<file path="config.mk">
export PLATFORM = sky130hd
export DESIGN_NAME = mult_div_unit
export DESIGN_NICKNAME = d
export VERILOG_FILES = /design/src/rtl/mult_div_pkg.sv /design/src/rtl/mult_div_unit.sv
export SDC_FILE = /design/constraint.sdc
export NUM_CORES = 1
export LEC_CHECK = 0
export ABC_AREA = 1
export ABC_CLOCK_PERIOD_IN_PS = 5300
export CORE_ASPECT_RATIO = 0.8
export CORE_MARGIN = 2
export CORE_UTILIZATION = 25
export DETAILED_ROUTE_END_ITERATION = 8
export PLACE_DENSITY = 0.49
export SYNTH_ARGS = -nofsm -noshare
export SYNTH_HDL_FRONTEND = slang
export SYNTH_SLANG_ARGS = --single-unit
export TNS_END_PERCENT = 50
</file>
<file path="constraint.sdc">
create_clock -name clk -period 5.3 [get_ports clk]
set_clock_uncertainty 0.15 [all_clocks]
set_input_delay 0.795 -clock clk [delete_from_list [all_inputs] [get_ports clk]]
set_output_delay 0.795 -clock clk [all_outputs]
set_load 0.02 [all_outputs]
</file>
<file path="src/rtl/mult_div_pkg.sv">
// rtl/mult_div_pkg.sv - op encodings and FSM states shared by the mult/div unit and control unit
package mult_div_pkg;

  typedef enum logic [1:0] {
    OP_MULT  = 2'b00,
    OP_MULTU = 2'b01,
    OP_DIV   = 2'b10,
    OP_DIVU  = 2'b11
  } mdOpT;

  typedef enum logic [1:0] {
    IDLE = 2'b00,
    RUN  = 2'b01,
    FIX  = 2'b10,
    DONE = 2'b11
  } mdStateT;

  function automatic logic isDivide(input mdOpT o);
    return o[1];
  endfunction

  function automatic logic isSigned(input mdOpT o);
    return ~o[0];
  endfunction

endpackage

</file>
<file path="src/rtl/mult_div_unit.sv">
// rtl/mult_div_unit.sv - sequential shift-add multiplier / restoring divider owning HI/LO
module mult_div_unit
  import mult_div_pkg::*;
#(
  parameter int WIDTH = 32
) (
  input  logic             clk,
  input  logic             reset,
  input  logic             start,
  input  logic [1:0]       op,
  input  logic [WIDTH-1:0] a,
  input  logic [WIDTH-1:0] b,
  output logic             busy,
  output logic             done,
  output logic             div_zero,
  output logic [WIDTH-1:0] hi,
  output logic [WIDTH-1:0] lo
);

  localparam int CW = $clog2(WIDTH + 1);

  mdStateT state, stateNext;
  mdOpT opIn;
  logic accept, zeroDiv;
  logic isDivReg, negRes, negRem, divZeroReg;
  logic [CW-1:0] count;
  logic [WIDTH-1:0] opnd;
  logic [2*WIDTH-1:0] acc;

  logic sgnA, sgnB;
  logic [WIDTH-1:0] magA, magB;
  logic [WIDTH:0] mulSum, divShift;
  logic [WIDTH-1:0] divDiff, quoFix, remFix;
  logic divFits;
  logic [2*WIDTH-1:0] prodFix;

  assign opIn = mdOpT'(op);
  assign sgnA = isSigned(opIn) & a[WIDTH-1];
  assign sgnB = isSigned(opIn) & b[WIDTH-1];
  assign magA = sgnA ? -a : a;
  assign magB = sgnB ? -b : b;

  // Multiply: upper half accumulates, multiplier bits shift out of the low end.
  assign mulSum = {1'b0, acc[2*WIDTH-1:WIDTH]} + (acc[0] ? {1'b0, opnd} : {(WIDTH+1){1'b0}});

  // Divide: upper half holds the partial remainder, quotient bits shift into the low end.
  assign divShift = {acc[2*WIDTH-1:WIDTH], acc[WIDTH-1]};
  assign divFits  = divShift >= {1'b0, opnd};
  assign divDiff  = divShift[WIDTH-1:0] - opnd;

  assign prodFix = negRes ? -acc : acc;
  assign quoFix  = negRes ? -acc[WIDTH-1:0] : acc[WIDTH-1:0];
  assign remFix  = negRem ? -acc[2*WIDTH-1:WIDTH] : acc[2*WIDTH-1:WIDTH];

  always_ff @(posedge clk or negedge reset) begin
    if (!reset) state <= IDLE;
    else        state <= stateNext;
  end

  always_comb begin
    stateNext = state;
    accept    = 1'b0;
    zeroDiv   = 1'b0;
    busy      = 1'b0;
    done      = 1'b0;
    div_zero  = 1'b0;
    case (state)
      IDLE, DONE: begin
        if (state == DONE) begin
          done      = 1'b1;
          div_zero  = divZeroReg;
          stateNext = IDLE;
        end
        if (start) begin
          accept    = 1'b1;
          zeroDiv   = isDivide(opIn) && (b == '0);
          stateNext = zeroDiv ? DONE : RUN;
        end
      end
      RUN: begin
        busy = 1'b1;
        if (count == CW'(1)) stateNext = FIX;
      end
      FIX: begin
        busy      = 1'b1;
        stateNext = DONE;
      end
      default: stateNext = IDLE;
    endcase
  end

  always_ff @(posedge clk or negedge reset) begin
    if (!reset) begin
      isDivReg   <= 1'b0;
      negRes     <= 1'b0;
      negRem     <= 1'b0;
      divZeroReg <= 1'b0;
      count      <= '0;
      opnd       <= '0;
      acc        <= '0;
      hi         <= '0;
      lo         <= '0;
    end else if (accept) begin
      isDivReg   <= isDivide(opIn);
      divZeroReg <= zeroDiv;
      negRes     <= sgnA ^ sgnB;
      negRem     <= sgnA;
      count      <= CW'(WIDTH);
      opnd       <= isDivide(opIn) ? magB : magA;
      acc        <= {{WIDTH{1'b0}}, (isDivide(opIn) ? magA : magB)};
    end else if (state == RUN) begin
      count <= count - CW'(1);
      if (isDivReg)
        acc <= {(divFits ? divDiff : divShift[WIDTH-1:0]), acc[WIDTH-2:0], divFits};
      else
        acc <= {mulSum, acc[WIDTH-1:1]};
    end else if (state == FIX) begin
      if (isDivReg) begin
        hi <= remFix;
        lo <= quoFix;
      end else begin
        hi <= prodFix[2*WIDTH-1:WIDTH];
        lo <= prodFix[WIDTH-1:0];
      end
    end
  end

endmodule

</file>
# Word level (Yosys, flattened, before mapping)
# Cells that the tools add are included.
# word_totals
reg_bits	172
inputBits	69
out_inout_bits	67
word_cells	69
# classes
n_mux	30
n_addsub	8
n_eq_ne	6
bitwise	6
reduce_logical	8
n_lt_le_gt_ge	1
# op_table
cell	n
32-bit two-way mux	10
64-bit two-way mux	4
32-bit negator	4
64-bit negator	1
32-bit by 32-bit adder with 33-bit output	1
33-bit by 32-bit greater-or-equal comparator with 1-bit output	1
32-bit logical NOT	1
32-bit subtractor	1
6-bit two-way mux	2
1-bit two-way mux	9
2-bit two-way mux	4
6-bit by 1-bit == test with 1-bit output, second input constant	1
2-bit case mux with 3 select lines	1
6-bit by 1-bit subtractor with 6-bit output, second input constant	1
2-bit == test, second input constant	2
2-bit OR reduction	2
3-bit != test, second input constant	1
1-bit inverter	3
3-bit AND reduction	1
1-bit AND	2
2-bit by 1-bit == test with 1-bit output, second input constant	1
2-bit logical NOT	1
2-bit != test, second input constant	1
2-bit AND reduction	1
3 further kinds	3

# Depth between registers and ports, before layout
# Gate-level depths: netlist of run 1.
# depth
word_depth	5
ltp_mapped	20
ltp_nobuf	18

# Least setup slack after synthesis of run 1
# Ideal clock, no wire load.
# synth_path
path_kind	register -> register
start	reg acc[0]
end	reg acc[61]
period_less_slack_ps	2622
setup_time_ps	118
required_time_ps	5032
slack_ps	2678
n_path_buf	2
arrival_ps	2354
path_stages_with_launch	20
path_cell_list	dfrtp_1 buf_2 buf_1 nand2_1 inv_1 ha_1 inv_1 fa_1 inv_1 nand3_1 nand3_1 nand2_1 nand2_1 nand3_1 nand2_1 nand2_1 nand3_1 nand3_1 nand3_1 nand2_1
# synth_via
elab_chain_cells	5
# synth_lines
element	line	text
start, declared	mult_div_unit.sv:28	logic [2*WIDTH-1:0] acc;
start signal, assigned	mult_div_unit.sv:110	acc <= {{WIDTH{1'b0}}, (isDivide(opIn) ? magA : magB)};
start signal, assigned	mult_div_unit.sv:114	acc <= {(divFits ? divDiff : divShift[WIDTH-1:0]), acc[WIDTH-2:0], divFits};
start signal, assigned	mult_div_unit.sv:116	acc <= {mulSum, acc[WIDTH-1:1]};
32-bit two-way mux	mult_div_unit.sv:44	assign mulSum = {1'b0, acc[2*WIDTH-1:WIDTH]} + (acc[0] ? {1'b0, opnd} : {(WIDTH+1){1'b0}});
32-bit by 32-bit adder with 33-bit output	mult_div_unit.sv:44	
64-bit two-way mux	mult_div_unit.sv:113	if (isDivReg)
64-bit two-way mux	mult_div_unit.sv:111	end else if (state == RUN) begin
64-bit two-way mux	mult_div_unit.sv:103	end else if (accept) begin
# No other way between the ends. The select of a mux whose other input is x is not followed.
# A chain may end at the register's enable or synchronous reset.

# Final worst setup path of run 1
# layout_path
start	reg acc[0]
end	reg acc[47]
# The elaborated chain is that of the path after synthesis.

==> results of run 1 <==
==> power by group <==
part	switching, W	total, W	internal (W)
Clock	0.000676	0.00137	0.000691
Combinational	0.00604	0.00882	0.00277
Sequential	0.000862	0.00277	0.00191
Total	0.00758	0.0130	0.00537
==> kinds of logic after synthesis <==
group / Yosys count
and+or+nand+nor: 1751
buffers and inverters: 549
AOI/OAI and AO/OA: 391
DFF: 172
xor gates and xnor gates: 103
adders and majority gates: 76
==> placed cells by master, fill, tap and decap left out, types with 5 or more instances in the layout <==
cell type / instances
nand2_1: 1076
inv_1: 451
nor2_1: 280
nand3_1: 250
o21ai_0: 184
dfrtp_1: 171
clkdlybuf4s50_1: 134
a21oi_1: 93
xor2_1: 83
ha_1: 73
nand4_1: 59
nor3_1: 32
o211ai_1: 31
buf_4: 25
a31oi_1: 22
xnor2_1: 20
clkbuf_16: 17
o221ai_1: 13
nand3b_1: 11
o21bai_1: 11
o21ai_1: 10
a22oi_1: 9
nor4_1: 8
nor2_4: 7
inv_2: 7
nand2_2: 6
nor2_2: 6
and2_1: 5
a21o_1: 5
inv_6: 5
==> state kept, by name (all words and copies together), names as in the netlist <==
name        flops
divZeroReg      1
hi             32
opnd           32
acc            64
lo             32
state           2
negRes          1
count           6
negRem          1
isDivReg        1
==> worst paths after layout <==
kind                                        end  slack, ns  cells after the start
max                         acc[47]$_DFFE_PN0P_       1.77                     15
min                        isDivReg$_DFFE_PN0P_       0.25                      1
max reg2reg                 acc[47]$_DFFE_PN0P_       1.77                     15
min reg2reg                   hi[8]$_DFFE_PN0P_       0.33                      2
max in group asynchronous  opnd[20]$_DFFE_PN0P_       3.59                      2
min in group clk              hi[8]$_DFFE_PN0P_       0.33                      2
==> stage by stage <==
stage | power [W] | std cells
after floorplan | 0.00812 | 3042
after global placement | 0.0115 | 4046
after detailed placement | 0.0114 | 4046
after CTS | 0.0128 | 4078
after global routing | 0.0141 | 4078
final | 0.0130 | 4078
==> per-layer routing <==
metal | vias up | track usage, %
met1 | 9370 | 32.7
met2 | 803 | 31.1
li1 | 9852 | -
met5 | - | 0
met3 | 93 | 6.13
met4 | 0 | 5.68
==> layout make-up <==
type | count | area [µm²] | area share, %
multi-input combinational | 2321 | 11400 | 54.9
inverter | 459 | 1720 | 8.31
sequential | 172 | 4310 | 20.8
clock inverter | 14 | 174 | 0.839
tap | 934 | 1170 | 5.63
clock buffer | 18 | 439 | 2.12
timing repair buffer | 160 | 1540 | 7.44
==> impl_metrics.tcl, run 1 <==
set metrics [dict create \
    critPathSlowestCell "dfrtp_1" \
    met1_length_um 39300 \
    grt_pass1_vias 19200 \
    leakage_nw 10.5 \
    synth_compound_area_share_pct 12.5 \
    fp-row-count 87 \
    dieArea_um2 73300 \
    path_cells "nand2_1, inv_1, ha_1, inv_1, fa_1, inv_1, nand3_1, nand3_1, nand2_1, nand2_1, nand3_1, nand3_1, nand2_1, o21ai_0, o21ai_0" \
    synth_area_per_cell_um2 5.84 \
    fillCellCount 7994 \
    synth_mux_area_share_pct 0 \
    postCtsSetupBuffers 0 \
    dp_slack_ns 1.52 \
    synth_adder_area_share_pct 5.44 \
    critical_path_buf_inv_count 3 \
    grt_max_degree 98 \
    fmax_mhz 284 \
    drtPass1Iterations 5 \
    hold_violations 0 \
    cts-root-buf "clkbuf_16" \
    ctsResizeCount 0 \
    placed_area_um2 20100 \
    synth-seq-cells 172 \
    dr.first_iter.drc_count 2005 \
    setup_slack_ns 1.77 \
    numCtsBuffers 17 \
    ios 136 \
    htree_num_levels 4 \
    finalSetupViolCount 0 \
    highest_layer "met4" \
    cts_buffer_depth 2 \
    start_util_pct 25.2 \
    route.met3.wl_um 7720 \
    synthTopCellsByCount "nand2_1, inv_1, nor2_1" \
    fin_nets 3276 \
    synth_warnings 0 \
    drive_above_1_share_pct 3.15 \
    synth_largest_area_cell "dfrtp_1" \
    rsz0062_at_grt "false" \
    dp.final_hpwl_um 66600 \
    synth_cells 3042 \
    async_reset_ff_share_pct 100 \
    synth_xor_area_share_pct 5.08 \
    grt_pass1_wl_um 122000 \
    met2_length_um 32000 \
    final_area_um2 20700 \
    vias 20100 \
    synth_nets 3187 \
    cp_top_family "simple AND/OR/NAND/NOR gates" \
    hp-class "primary input to async pin" \
    tns_ns 0 \
    status "finished clean" \
    core_um2 70400 \
    cts_tree "built" \
    crit_required_ns 5.50 \
    critPathCaptureType "flip-flop" \
    ys.flop_type "dfrtp_1" \
    ys_types 49 \
    slew_violations 0 \
    ant_nets 0 \
    min_period_ns 3.53 \
    peakVddDrop_mv 0.243 \
    synth-seq-area-share_pct 24.2 \
    antenna_found_initial 1 \
    criticalPathCategory "flip-flop to flip-flop" \
    synth_simple_gate_area_share_pct 41.0 \
    syn-cell-area_um2 17800 \
    routed_wl_um 81000 \
    io_buffers 135 \
    clock_insertion_delay_worst_skew_ns 0.49 \
    period_share_pct 66.5 \
    track_usage_pct 22.1 \
    synth.most_common_cell "nand2_1" \
    die_w_um 302 \
    synth_top_family_by_area "simple AND/OR/NAND/NOR gates" \
    max_stage_delay_ns 0.84 \
    utilization_pct 29.4 \
    globalplace.congestion 0.959 \
    start_kind "flip-flop" \
    yosysTopAreaCellShare_pct 24.2 \
    maxSlewHeadroom_pct 30.8 \
    cts_sinks 172 \
    path_max_fanout 15 \
    antenna_cells 0 \
    area_delta_synth_final_pct 16.7 \
    wl_per_cell_um 19.9 \
    die_y_um 242 \
    p_per_area_nw_per_um2 625 \
    clk_pin_slew_worst_paths_ns 0.09 \
    drc 0 \
    via_per_inst 4.93 \
    ys_top_cells_by_area "dfrtp_1, nand2_1, inv_1, nand3_1, nor2_1" \
    max_cap_viol_count 0 \
    worst_hold_slack_ns 0.251 \
    synth-edff-count 0 \
    cts_hold_buffers 0 \
    r2r_start "acc[0]$_DFFE_PN0P_" \
    arrival_ns 3.73 \
    grt_remaining_overflow 0 \
    startpoint "acc[0]$_DFFE_PN0P_" \
    tightest_slew_ns 1.03 \
]
No activity file was read; power rests on OpenSTA's default activity.
==> inputs of run 2 (changes only) <==
ABC_CLOCK_PERIOD_IN_PS = 3300   (was 5300)
clock period = 3.3 ns   (was 5.3 ns; I/O delays follow)
==> impl_metrics.tcl, run 2 (same netlist as run 1, synthesis figures left out) <==
set metrics [dict create \
    drive_above_1_share_pct 5.49 \
    die_y_um 242 \
    critPathCaptureType "flip-flop" \
    slew_violations 0 \
    critical_path_buf_inv_count 3 \
    power.switching_w 0.0123 \
    dp.final_hpwl_um 68500 \
    wl_per_cell_um 19.7 \
    fin_nets 3355 \
    antenna_found_initial 1 \
    rr_worst_depth 16 \
    utilization_pct 30.4 \
    cts-root-buf "clkbuf_16" \
    rsz0062_at_grt "false" \
    ios 136 \
    vias 20200 \
    path_cells "buf_4, inv_1, ha_1, inv_1, nor2_1, nand3_1, nor2_1, nand2_1, nand2_1, nand2_1, nand2_1, nand2_1, nand2_1, nand2_1, nand2_1, nand2_1" \
    peakVddDrop_mv 0.401 \
    critPathSlowestCell "dfrtp_1" \
    cts_sinks 172 \
    core_um2 70400 \
    grt_remaining_overflow 0 \
    start_util_pct 25.2 \
    area_delta_synth_final_pct 20.5 \
    drtPass1Iterations 5 \
    cts_buffer_depth 2 \
    clock_insertion_delay_worst_skew_ns 0.49 \
    cts_hold_buffers 1 \
    cp_top_family "simple AND/OR/NAND/NOR gates" \
    track_usage_pct 22.4 \
    finalSetupViolCount 0 \
    max_stage_delay_ns 0.42 \
    maxSlewHeadroom_pct 45.9 \
    path_max_fanout 6 \
    start_kind "flip-flop" \
    ctsResizeCount 0 \
    tns_ns 0 \
    hold_violations 0 \
    largest_register "acc" \
    largest_reg_flops 64 \
    switching_share_pct 57.4 \
    pwr-share-comb_pct 71.0 \
    io_buffers 135 \
    final_cell_mix "nand2_1, inv_1, nor2_1" \
    hp-class "flip-flop to flip-flop" \
    fmax_mhz 345 \
    via_per_inst 4.86 \
    arrival_ns 3.12 \
    tightest_slew_ns 0.811 \
    leakage_nw 10.9 \
    grt_pass1_vias 19100 \
    placed_area_um2 20800 \
    hold_path_depth 2 \
    p_per_area_nw_per_um2 1000 \
    clk_pin_slew_worst_paths_ns 0.07 \
    min_period_ns 2.89 \
    final_area_um2 21400 \
    ant_nets 0 \
    status "finished clean" \
    cp_common_cell "nand2_1" \
    die_w_um 302 \
    p_clk_share_pct 10.1 \
    cts_tree "built" \
    worstSetupPathDepth 16 \
    internal-power_w 0.00913 \
    drc 0 \
    routed_wl_um 82100 \
    grt_max_degree 91 \
    criticalPathCategory "flip-flop to flip-flop" \
    crit_required_ns 3.53 \
    fp-row-count 87 \
    htree_num_levels 4 \
    numCtsBuffers 17 \
    p_seq_share_pct 18.9 \
    postCtsSetupBuffers 0 \
    period_share_pct 87.7 \
    dieArea_um2 73300 \
    globalplace.congestion 1.02 \
    dr.first_iter.drc_count 2186 \
    mostFrequentLayoutCell "nand2_1" \
    grt_pass1_wl_um 124000 \
    max_cap_viol_count 0 \
]
## run 2: cell count changes in the layout (fill, tap and decap cells not counted), moves of 2 or more
cell,previous run,this run
inv_6,5,2
buf_12,0,7
inv_8,3,5
buf_4,25,96
## run 2: layout make-up
type | count | area (µm²)
multi-input cells | 2321 | 11400
inverters | 459 | 1720
well taps | 934 | 1170
flip-flops and latches | 172 | 4310
diodes | 1 | 2.50
clock inverters | 15 | 175
clock buffers | 17 | 425
repair buffers | 239 | 2230
fillers | 7940 | 49000
## run 2: power by group through the flow
stage	clock (W)	sequential (W)	combinational [W]
final	0.00217	0.00405	0.0152
after floorplan	0	0.00416	0.00889
after detailed placement	0	0.00405	0.0150
after global placement	0	0.00406	0.0150
after CTS	0.00222	0.00402	0.0150
after global routing	0.00230	0.00413	0.0168
## run 2: metrics by stage
| stage | total power, W | hold slack, ns | instances | setup slack, ns |
|---|---|---|---|---|
| 3_3_place_gp | 0.0191 | 0.316 | 4124 | 0.277 |
| 3_5_place_dp | 0.0190 | 0.315 | 4124 | 0.270 |
| 2_1_floorplan | 0.0130 | 0.0494 | 3042 | 0.678 |
| 4_1_cts | 0.0213 | 0.337 | 4157 | 0.442 |
| 6_report | 0.0214 | 0.331 | 4158 | 0.405 |
| 5_1_grt | 0.0232 | 0.347 | 4157 | 0.0997 |
## run 2: worst paths after layout
path                                            to  slack, ns                from
worst max-delay path            hi[24]$_DFFE_PN0P_       0.41  acc[0]$_DFFE_PN0P_
worst min-delay path             lo[6]$_DFFE_PN0P_       0.33   lo[6]$_DFFE_PN0P_
worst max register to register  hi[24]$_DFFE_PN0P_       0.41  acc[0]$_DFFE_PN0P_
worst min register to register   lo[6]$_DFFE_PN0P_       0.33   lo[6]$_DFFE_PN0P_
max in group asynchronous       hi[20]$_DFFE_PN0P_       1.73               reset
min in group asynchronous        lo[6]$_DFFE_PN0P_       0.40               reset
## run 2: worst reg2reg max path, cell delays in order, from the launching register on
cell and delay (ns):
dfrtp_1 0.42, buf_4 0.19, inv_1 0.17, ha_1 0.27, inv_1 0.07, nor2_1 0.41
nand3_1 0.33, nor2_1 0.29, nand2_1 0.09, nand2_1 0.06, nand2_1 0.05, nand2_1 0.05
nand2_1 0.05, nand2_1 0.05, nand2_1 0.05, nand2_1 0.05, nand2_1 0.05
## run 2: routing by layer
layer / part of all wire, % / routed length, µm / GRT usage [%] / vias up
li1: - / - / - / 10000
met1: 50 / 41000 / 34.4 / 9433
met2: 41 / 33500 / 32.3 / 726
met3: 8.1 / 6670 / 4.23 / 60
met4: 1.1 / 928 / 3.64 / 0
met5: 0 / 0 / 0 / -
==> inputs of run 3 (changes only) <==
HOLD_SLACK_MARGIN = 0.1   (was not set)
==> results of run 3 <==
Same layout as run 2: the final DEF is identical, and so are final timing and power.
